`src/rtl/fpmult_pkg.sv`:
```
// fpmult_pkg: shared widths and exponent bias for the FP multiplier pipeline
package fpmult_pkg;
  localparam int FP_PROD_W = 48;
  localparam int FP_MANT_W = 23;
  localparam int FP_EXP_W  = 9;
  localparam int FP_BIAS   = 127;
endpackage

```
`src/rtl/fpmult_pipe_reg.sv`:
```
// fpmult_pipe_reg: one-entry valid/ready register slice
module fpmult_pipe_reg #(
  parameter int W = 8
) (
  input  logic         clk,
  input  logic         rst,
  input  logic         in_valid,
  output logic         in_ready,
  input  logic [W-1:0] in_data,
  output logic         out_valid,
  input  logic         out_ready,
  output logic [W-1:0] out_data
);
  logic         valid_q, valid_d;
  logic [W-1:0] data_q, data_d;
  assign in_ready  = !valid_q || out_ready;
  assign out_valid = valid_q;
  assign out_data  = data_q;
  always_comb begin
    valid_d = in_ready ? in_valid : valid_q;
    data_d  = in_ready ? in_data : data_q;
  end
  always_ff @(posedge clk) begin
    if (rst) begin
      valid_q <= 1'b0;
      data_q  <= '0;
    end else begin
      valid_q <= valid_d;
      data_q  <= data_d;
    end
  end
endmodule

```
`src/rtl/fpmult_normalize_stage.sv`:
```
// fpmult_normalize_stage: two-slice pipeline normalizing a [1,4) mantissa product
module fpmult_normalize_stage
  import fpmult_pkg::*;
#(
  parameter int PROD_W = FP_PROD_W,
  parameter int MANT_W = FP_MANT_W,
  parameter int EXP_W  = FP_EXP_W
) (
  input  logic              clk,
  input  logic              rst,
  input  logic              in_valid,
  output logic              in_ready,
  input  logic              Sign,
  input  logic [PROD_W-1:0] Mprod,
  input  logic [EXP_W-1:0]  Eprod,
  output logic              out_valid,
  input  logic              out_ready,
  output logic              NormS,
  output logic [MANT_W-1:0] NormM,
  output logic [EXP_W-1:0]  NormE,
  output logic              G,
  output logic              R,
  output logic              S,
  output logic              Zero
);
  localparam int S1_W = 1 + PROD_W + EXP_W;
  localparam int S2_W = MANT_W + EXP_W + 5;
  logic              s1_valid, s2_ready;
  logic [S1_W-1:0]   s1_data;
  logic [S2_W-1:0]   norm_data, s2_data;
  logic              s1_sign, hi, zero, g, r, st;
  logic [PROD_W-1:0] s1_m;
  logic [EXP_W-1:0]  s1_e, e;
  logic [MANT_W-1:0] mant;
  assign {s1_sign, s1_m, s1_e} = s1_data;
  assign {NormS, NormM, NormE, G, R, S, Zero} = s2_data;
  fpmult_pipe_reg #(.W(S1_W)) u_s1 (
    .clk(clk), .rst(rst),
    .in_valid(in_valid), .in_ready(in_ready), .in_data({Sign, Mprod, Eprod}),
    .out_valid(s1_valid), .out_ready(s2_ready), .out_data(s1_data)
  );
  // A product >= 2.0 shifts one extra place right and bumps the exponent
  always_comb begin
    hi        = s1_m[PROD_W-1];
    zero      = s1_m == '0;
    mant      = hi ? s1_m[PROD_W-2 -: MANT_W] : s1_m[PROD_W-3 -: MANT_W];
    g         = hi ? s1_m[PROD_W-2-MANT_W] : s1_m[PROD_W-3-MANT_W];
    r         = hi ? s1_m[PROD_W-3-MANT_W] : s1_m[PROD_W-4-MANT_W];
    st        = hi ? |s1_m[PROD_W-4-MANT_W:0] : |s1_m[PROD_W-5-MANT_W:0];
    e         = s1_e + EXP_W'(hi);
    norm_data = zero ? {s1_sign, {(S2_W-2){1'b0}}, 1'b1} : {s1_sign, mant, e, g, r, st, 1'b0};
  end
  fpmult_pipe_reg #(.W(S2_W)) u_s2 (
    .clk(clk), .rst(rst),
    .in_valid(s1_valid), .in_ready(s2_ready), .in_data(norm_data),
    .out_valid(out_valid), .out_ready(out_ready), .out_data(s2_data)
  );
endmodule

```
`config.mk`:
```
export PLATFORM = sky130hd
export DESIGN_NAME = fpmult_normalize_stage
export DESIGN_NICKNAME = d
export VERILOG_FILES = /design/src/rtl/fpmult_pkg.sv /design/src/rtl/fpmult_pipe_reg.sv /design/src/rtl/fpmult_normalize_stage.sv
export SDC_FILE = /design/constraint.sdc
export NUM_CORES = 1
export LEC_CHECK = 0
export ABC_AREA = 1
export CORE_ASPECT_RATIO = 0.5
export CORE_MARGIN = 2
export CORE_UTILIZATION = 36
export CTS_CLUSTER_DIAMETER = 150
export CTS_CLUSTER_SIZE = 14
export DETAILED_ROUTE_END_ITERATION = 12
export GPL_TIMING_DRIVEN = 0
export SYNTH_ARGS = -nofsm -noshare
export SYNTH_HDL_FRONTEND = slang
export SYNTH_SLANG_ARGS = --single-unit
```
`constraint.sdc`:
```
create_clock -name clk -period 3.6 [get_ports clk]
set_input_delay 0.54 -clock clk [delete_from_list [all_inputs] [get_ports clk]]
set_output_delay 0.54 -clock clk [all_outputs]
set_load 0.005 [all_outputs]
```
Word level (Yosys, flattened, before mapping)

Cells that the tools add are included.

Input bits: 62
Flip-flop bits (word level): 97
Word-level logic and storage cells: 17
Output and inout bits: 39

Reduce and logical (&&, ||, !) cells: 7
Add/subtract/negate cells: 1
Muxes and demuxes: 5

Operators by type and width:

| operator             | count |
|---|---|
| logical NOT 48 bit   | 1 |
| 2-to-1 mux 36 bit    | 1 |
| 2-to-1 mux 23 bit    | 1 |
| OR reduction 22 bit  | 1 |
| OR reduction 21 bit  | 1 |
| adder 9 x 1 -> 9 bit | 1 |
| 2-to-1 mux 1 bit     | 3 |
| logical NOT 1 bit    | 2 |
| logical OR 1 bit     | 2 |

Longest topological paths before layout

Gate-level depths: netlist (run 1).

Depth in word-level cells: 3
Gate-level depth with buffers: 10
Mapped depth without buffers: 10

Hierarchy

Synthesis (run 1) repeated with hierarchy kept, for this count alone.

Cells, all modules: 788
Area total of the unflattened synthesis: 4843.4 um^2

Modules (own cells, without submodules):

| module                 | area an instance (um^2) | cells each | instances | seq. area each (um^2) |
|---|---|---|---|---|
| fpmult_pipe_reg (u_s1) | 2514.9                  | 381        | 1         | 1181.1 |
| fpmult_pipe_reg (u_s2) | 1606.5                  | 244        | 1         | 760.7 |
| fpmult_normalize_stage | 721.9                   | 163        | 1         | 0.0 |

Worst setup path after synthesis (run 1)

No wires, ideal clock.

Path type: input to output
Start point: input out_ready
End point: output in_ready
Stages on the path: 3
Required time: 3060 ps
Setup slack: 2097 ps
Arrival: 963 ps
Path buffers: 1
Path through: nor2_4 > nand2_1 > buf_2

Longest elaborated chain between the ends: 2

RTL lines:

| item                           | RTL line                     | RTL |
|---|---|---|
| start, declared                | fpmult_normalize_stage.sv:17 | `input logic out_ready,` |
| logical OR 1 bit (2 in series) | fpmult_pipe_reg.sv:16        | `assign in_ready = !valid_q \|\| out_ready;` |
| end, declared                  | fpmult_normalize_stage.sv:12 | `output logic in_ready,` |

No other way between the ends.

Final worst setup path (run 1)

Ends and elaborated chain as after synthesis.

==> parameters.txt, run 1 <==
Parameter                              Value

Worst setup path
  Critical path launch point    out_ready
  Kind of start point of the critical path    input pin
  Largest stage delay on the critical path    0.46 ns
  Ordered list of cells on the worst path    clkdlybuf4s50_1, nor2_4, nand2_1, buf_2, clkdlybuf4s50_1
  CP most frequent cell    sky130_fd_sc_hd__clkdlybuf4s50_1
  Setup slack on the worst flop-to-flop path    2.09 ns
  Setup CP Type    in2out
  Last element of the critical path    in_ready
  Reg2reg end    u_s1.out_data[57]
  Required @ worst endpoint    3.06 ns
  Worst r2r path cells    6
  Arrival time at the worst endpoint    2.27 ns
  Critical path fanouts, max    10
  Slowest cell on the critical path    sky130_fd_sc_hd__clkdlybuf4s50_1
  Critical Path End Type    output pin
  Worst R2R Start    u_s2.out_valid

Clocking
  TritonCTS Sinks    97
  H-tree depth    3
  Total CTS buffers    9
  Clock transition time at the flip-flop clock pins of the worst setup and hold paths    0.06 ns
  Buffers from clock root to sink, at most    2
  TritonCTS clock tree    yes
  Number of buffers inserted for hold repair after clock tree synthesis    0
  Post-CTS resize count    0
  # Post-CTS Setup Buffers    0
  Root Buffer Master    sky130_fd_sc_hd__clkbuf_16
  Clock insertion delay at the later pin of the skew report    0.34 ns

Global routing
  Number of antenna violations at the first check in global routing    0
  Global-route wire length before repair    18,100 microns
  Number of global-route vias before repair    3,670
  Maximum number of pins on one net before global-route repair    17
  GRT overflow    0
  Gr usage total    0.185

Synthesis
  Cell types occupying the most area after synthesis    sky130_fd_sc_hd__dfxtp_1, sky130_fd_sc_hd__nand2_1, sky130_fd_sc_hd__a21oi_1
  Post-synthesis register bit count    97
  Cell area after synthesis    4130 sq um
  Top-area cell type share of the netlist area    0.470
  Post-synth net total    631
  Most frequently used cell type in the post-synthesis netlist    sky130_fd_sc_hd__nand2_1
  Largest family of logic cells by synthesized area    simple AND/OR/NAND/NOR gates
  EDFF count, synth    0
  Share of the synthesized netlist area taken by xor and xnor gates    0.00848
  Synth top cells by count    sky130_fd_sc_hd__nand2_1, sky130_fd_sc_hd__dfxtp_1, sky130_fd_sc_hd__a21oi_1, sky130_fd_sc_hd__nand3_1, sky130_fd_sc_hd__inv_1
  Number of distinct library cell variants in the gate-level netlist after synthesis    24
  Proportion of synthesized flip-flops having asynchronous set or reset    0
  Cells after synthesis    567
  Sequential-to-total area share from yosys stat    0.470
  Main synth FF type    sky130_fd_sc_hd__dfxtp_1
  Share of synthesized area spent on multiplexers    0
  Compound-gate portion of the synthesized area    0.163
  Cell taking the most area after synthesis    sky130_fd_sc_hd__dfxtp_1
  Adder-Cell Fraction of Synth Area    0.00606
  Number of warnings printed during yosys synthesis    0
  Mean Syn Cell Area    7.29 sq um
  Synthesized-area fraction occupied by and/or/nand/nor cells    0.264

Route
  DR vias/cell    4.83
  Post-detailed-route wirelength per cell    13.5 microns
  Drt drc    0
  Vias after detailed routing    3,992
  ANT nets after route    0
  DRT Pass-1 Iters    4
  WL final    11,100 microns
  Drt first-iter violations    261

Pwr
  Pwr per Cell Area    439 nW/um^2
  Post-route total power    0.00246 W
  Leakage power of the design    2.25 nW
  Worst supply voltage drop on vdd    0.221 mV

STA
  Clock skew    0.00530 ns
  Crit share post-route    0.781
  Slew at the pin closest to its max-slew limit    0.545 ns
  Count of endpoints failing setup in the final report    0
  RSZ-0062 raised after global routing    no
  Max-Slew Margin vs Limit    0.637
  Final Critical Period    2.81 ns
  Highest achievable clock rate    356 MHz
  Final Hold Viols    0
  Final-report max-slew violation count    0
  Summed negative setup slack over all endpoints    0 ns
  Worst hold margin    0.462 ns

Finish
  Share of the core filled with cells    0.506
  Fillcell total    1,115
  Proportion of layout cells with a drive suffix above 1    0.0704
  Relative area change from synthesis to final layout    35.6%
  Diodes inserted    0
  Final net count    741
  Final cell count without fillers    827

Place
  Routability cong.    0.833
  Total instance count after detailed placement    811
  Count of port buffers added during placement    99
  Post-detail-place hpwl    8330 microns

Floorplan
  Area inside the core boundary    11,100 sq um
  Width of the die    156 microns
  Number of I/O pins    101
  Die boundary height    79.8 microns
  Initial core utilization    0.373
  Std-Cell Rows    27
  Die area    12,400 sq um

Outcome
  Run status    complete, no violations

Flow run
  Max-capacitance violation count    0

Hold path
  Kind of path behind the tightest hold check    reg2reg
==> report_power, final <==
group	switching (W)	internal, W	leakage, nW
logic	0.000149	0.000173	1.32
registers	0.0000435	0.00114	0.805
clock network	0.000413	0.000540	0.131
total	0.000605	0.00185	2.25
==> metrics by stage <==
stage | area (sq um) | worst slack (ns)
after CTS | 5600 | 0.760
after detailed placement | 5310 | 0.756
after global placement | 5310 | 0.756
final | 5600 | 0.789
after floorplan | 4130 | 2.10
after global routing | 5600 | 0.712
==> metal layers <==
| metal | part of all wire | GRT usage | vias up |
|---|---|---|---|
| li1 | - | - | 2079 |
| met1 | 0.49 | 0.257 | 1828 |
| met2 | 0.45 | 0.292 | 76 |
| met3 | 0.045 | 0.0451 | 9 |
| met4 | 0.0085 | 0.0394 | 0 |
| met5 | 0 | 0 | - |
==> critical path, delay by kind of cell <==
kind	cells	cell delay, ns
buffers and inverters	3	1.18
AND/OR/NAND/NOR	2	0.55
==> how the worst min path moves through the flow <==
| stage | endpoint | from | depth (start not counted) | slack (ns) |
|---|---|---|---|---|
| 2_1_floorplan | u_s1.out_data[57] | u_s1.out_data[57] | 2 | 0.46 |
| 3_3_place_gp | u_s2.out_data[11] | u_s2.out_data[11] | 2 | 0.45 |
| 3_5_place_dp | u_s2.out_data[11] | u_s2.out_data[11] | 2 | 0.46 |
| 4_1_cts | u_s2.out_data[11] | u_s2.out_data[11] | 2 | 0.47 |
| 5_1_grt | u_s2.out_data[21] | u_s2.out_data[21] | 2 | 0.49 |
| 6_report | u_s2.out_data[11] | u_s2.out_data[11] | 2 | 0.46 |
==> registers in the layout, indices dropped and copies added, names as in the netlist <==
register,flops
u_s1.out_valid,1
u_s2.out_data,37
u_s2.out_valid,1
u_s1.out_data,58
==> area by class of cell <==
| class | count | area (sq um) | area share |
|---|---|---|---|
| buffer | 44 | 225 | 0.0402 |
| clock buffer | 10 | 229 | 0.0409 |
| clock inverter | 6 | 68.8 | 0.0123 |
| inverter | 37 | 139 | 0.0248 |
| multi-input combinational | 389 | 1830 | 0.326 |
| sequential | 97 | 1940 | 0.347 |
| tap | 145 | 181 | 0.0324 |
| timing repair buffer | 99 | 991 | 0.177 |
==> layout by cell type, fill, tap and decap left out, types with 4 or more instances in the layout <==
| master | instances |
|---|---|
| sky130_fd_sc_hd__o211ai_1 | 21 |
| sky130_fd_sc_hd__dfxtp_1 | 97 |
| sky130_fd_sc_hd__nand2_1 | 146 |
| sky130_fd_sc_hd__a21oi_1 | 96 |
| sky130_fd_sc_hd__buf_4 | 8 |
| sky130_fd_sc_hd__clkinvlp_4 | 4 |
| sky130_fd_sc_hd__inv_1 | 36 |
| sky130_fd_sc_hd__clkbuf_16 | 9 |
| sky130_fd_sc_hd__o21ai_0 | 5 |
| sky130_fd_sc_hd__nor2_1 | 34 |
| sky130_fd_sc_hd__clkbuf_1 | 16 |
| sky130_fd_sc_hd__buf_2 | 18 |
| sky130_fd_sc_hd__clkdlybuf4s50_1 | 99 |
| sky130_fd_sc_hd__nand3_1 | 71 |
==> cells by family after synthesis <==
kind of cell | after synthesis
AND/OR/NAND/NOR | 259
buffers and inverters | 81
flip-flops | 97
XOR/XNOR | 4
AO/OA/AOI/OAI | 124
adder cells (fa/ha/maj) | 2
Power figures use the tool's default switching activity.
==> inputs of run 2 (changes only) <==
clock period = 2.65 ns   (was 3.6 ns; I/O delays follow)
==> results of run 2 <==
Same layout as run 1 (identical final DEF). Status: complete, no violations.
Main changes from that run: setup slack after placement 0.756 ns -> 0.0913 ns; setup slack after layout 0.789 ns -> 0.124 ns; register-to-register setup slack 2.09 ns -> 1.14 ns; total power 0.00246 W -> 0.00334 W; worst IR drop on VDD 0.221 mV -> 0.300 mV
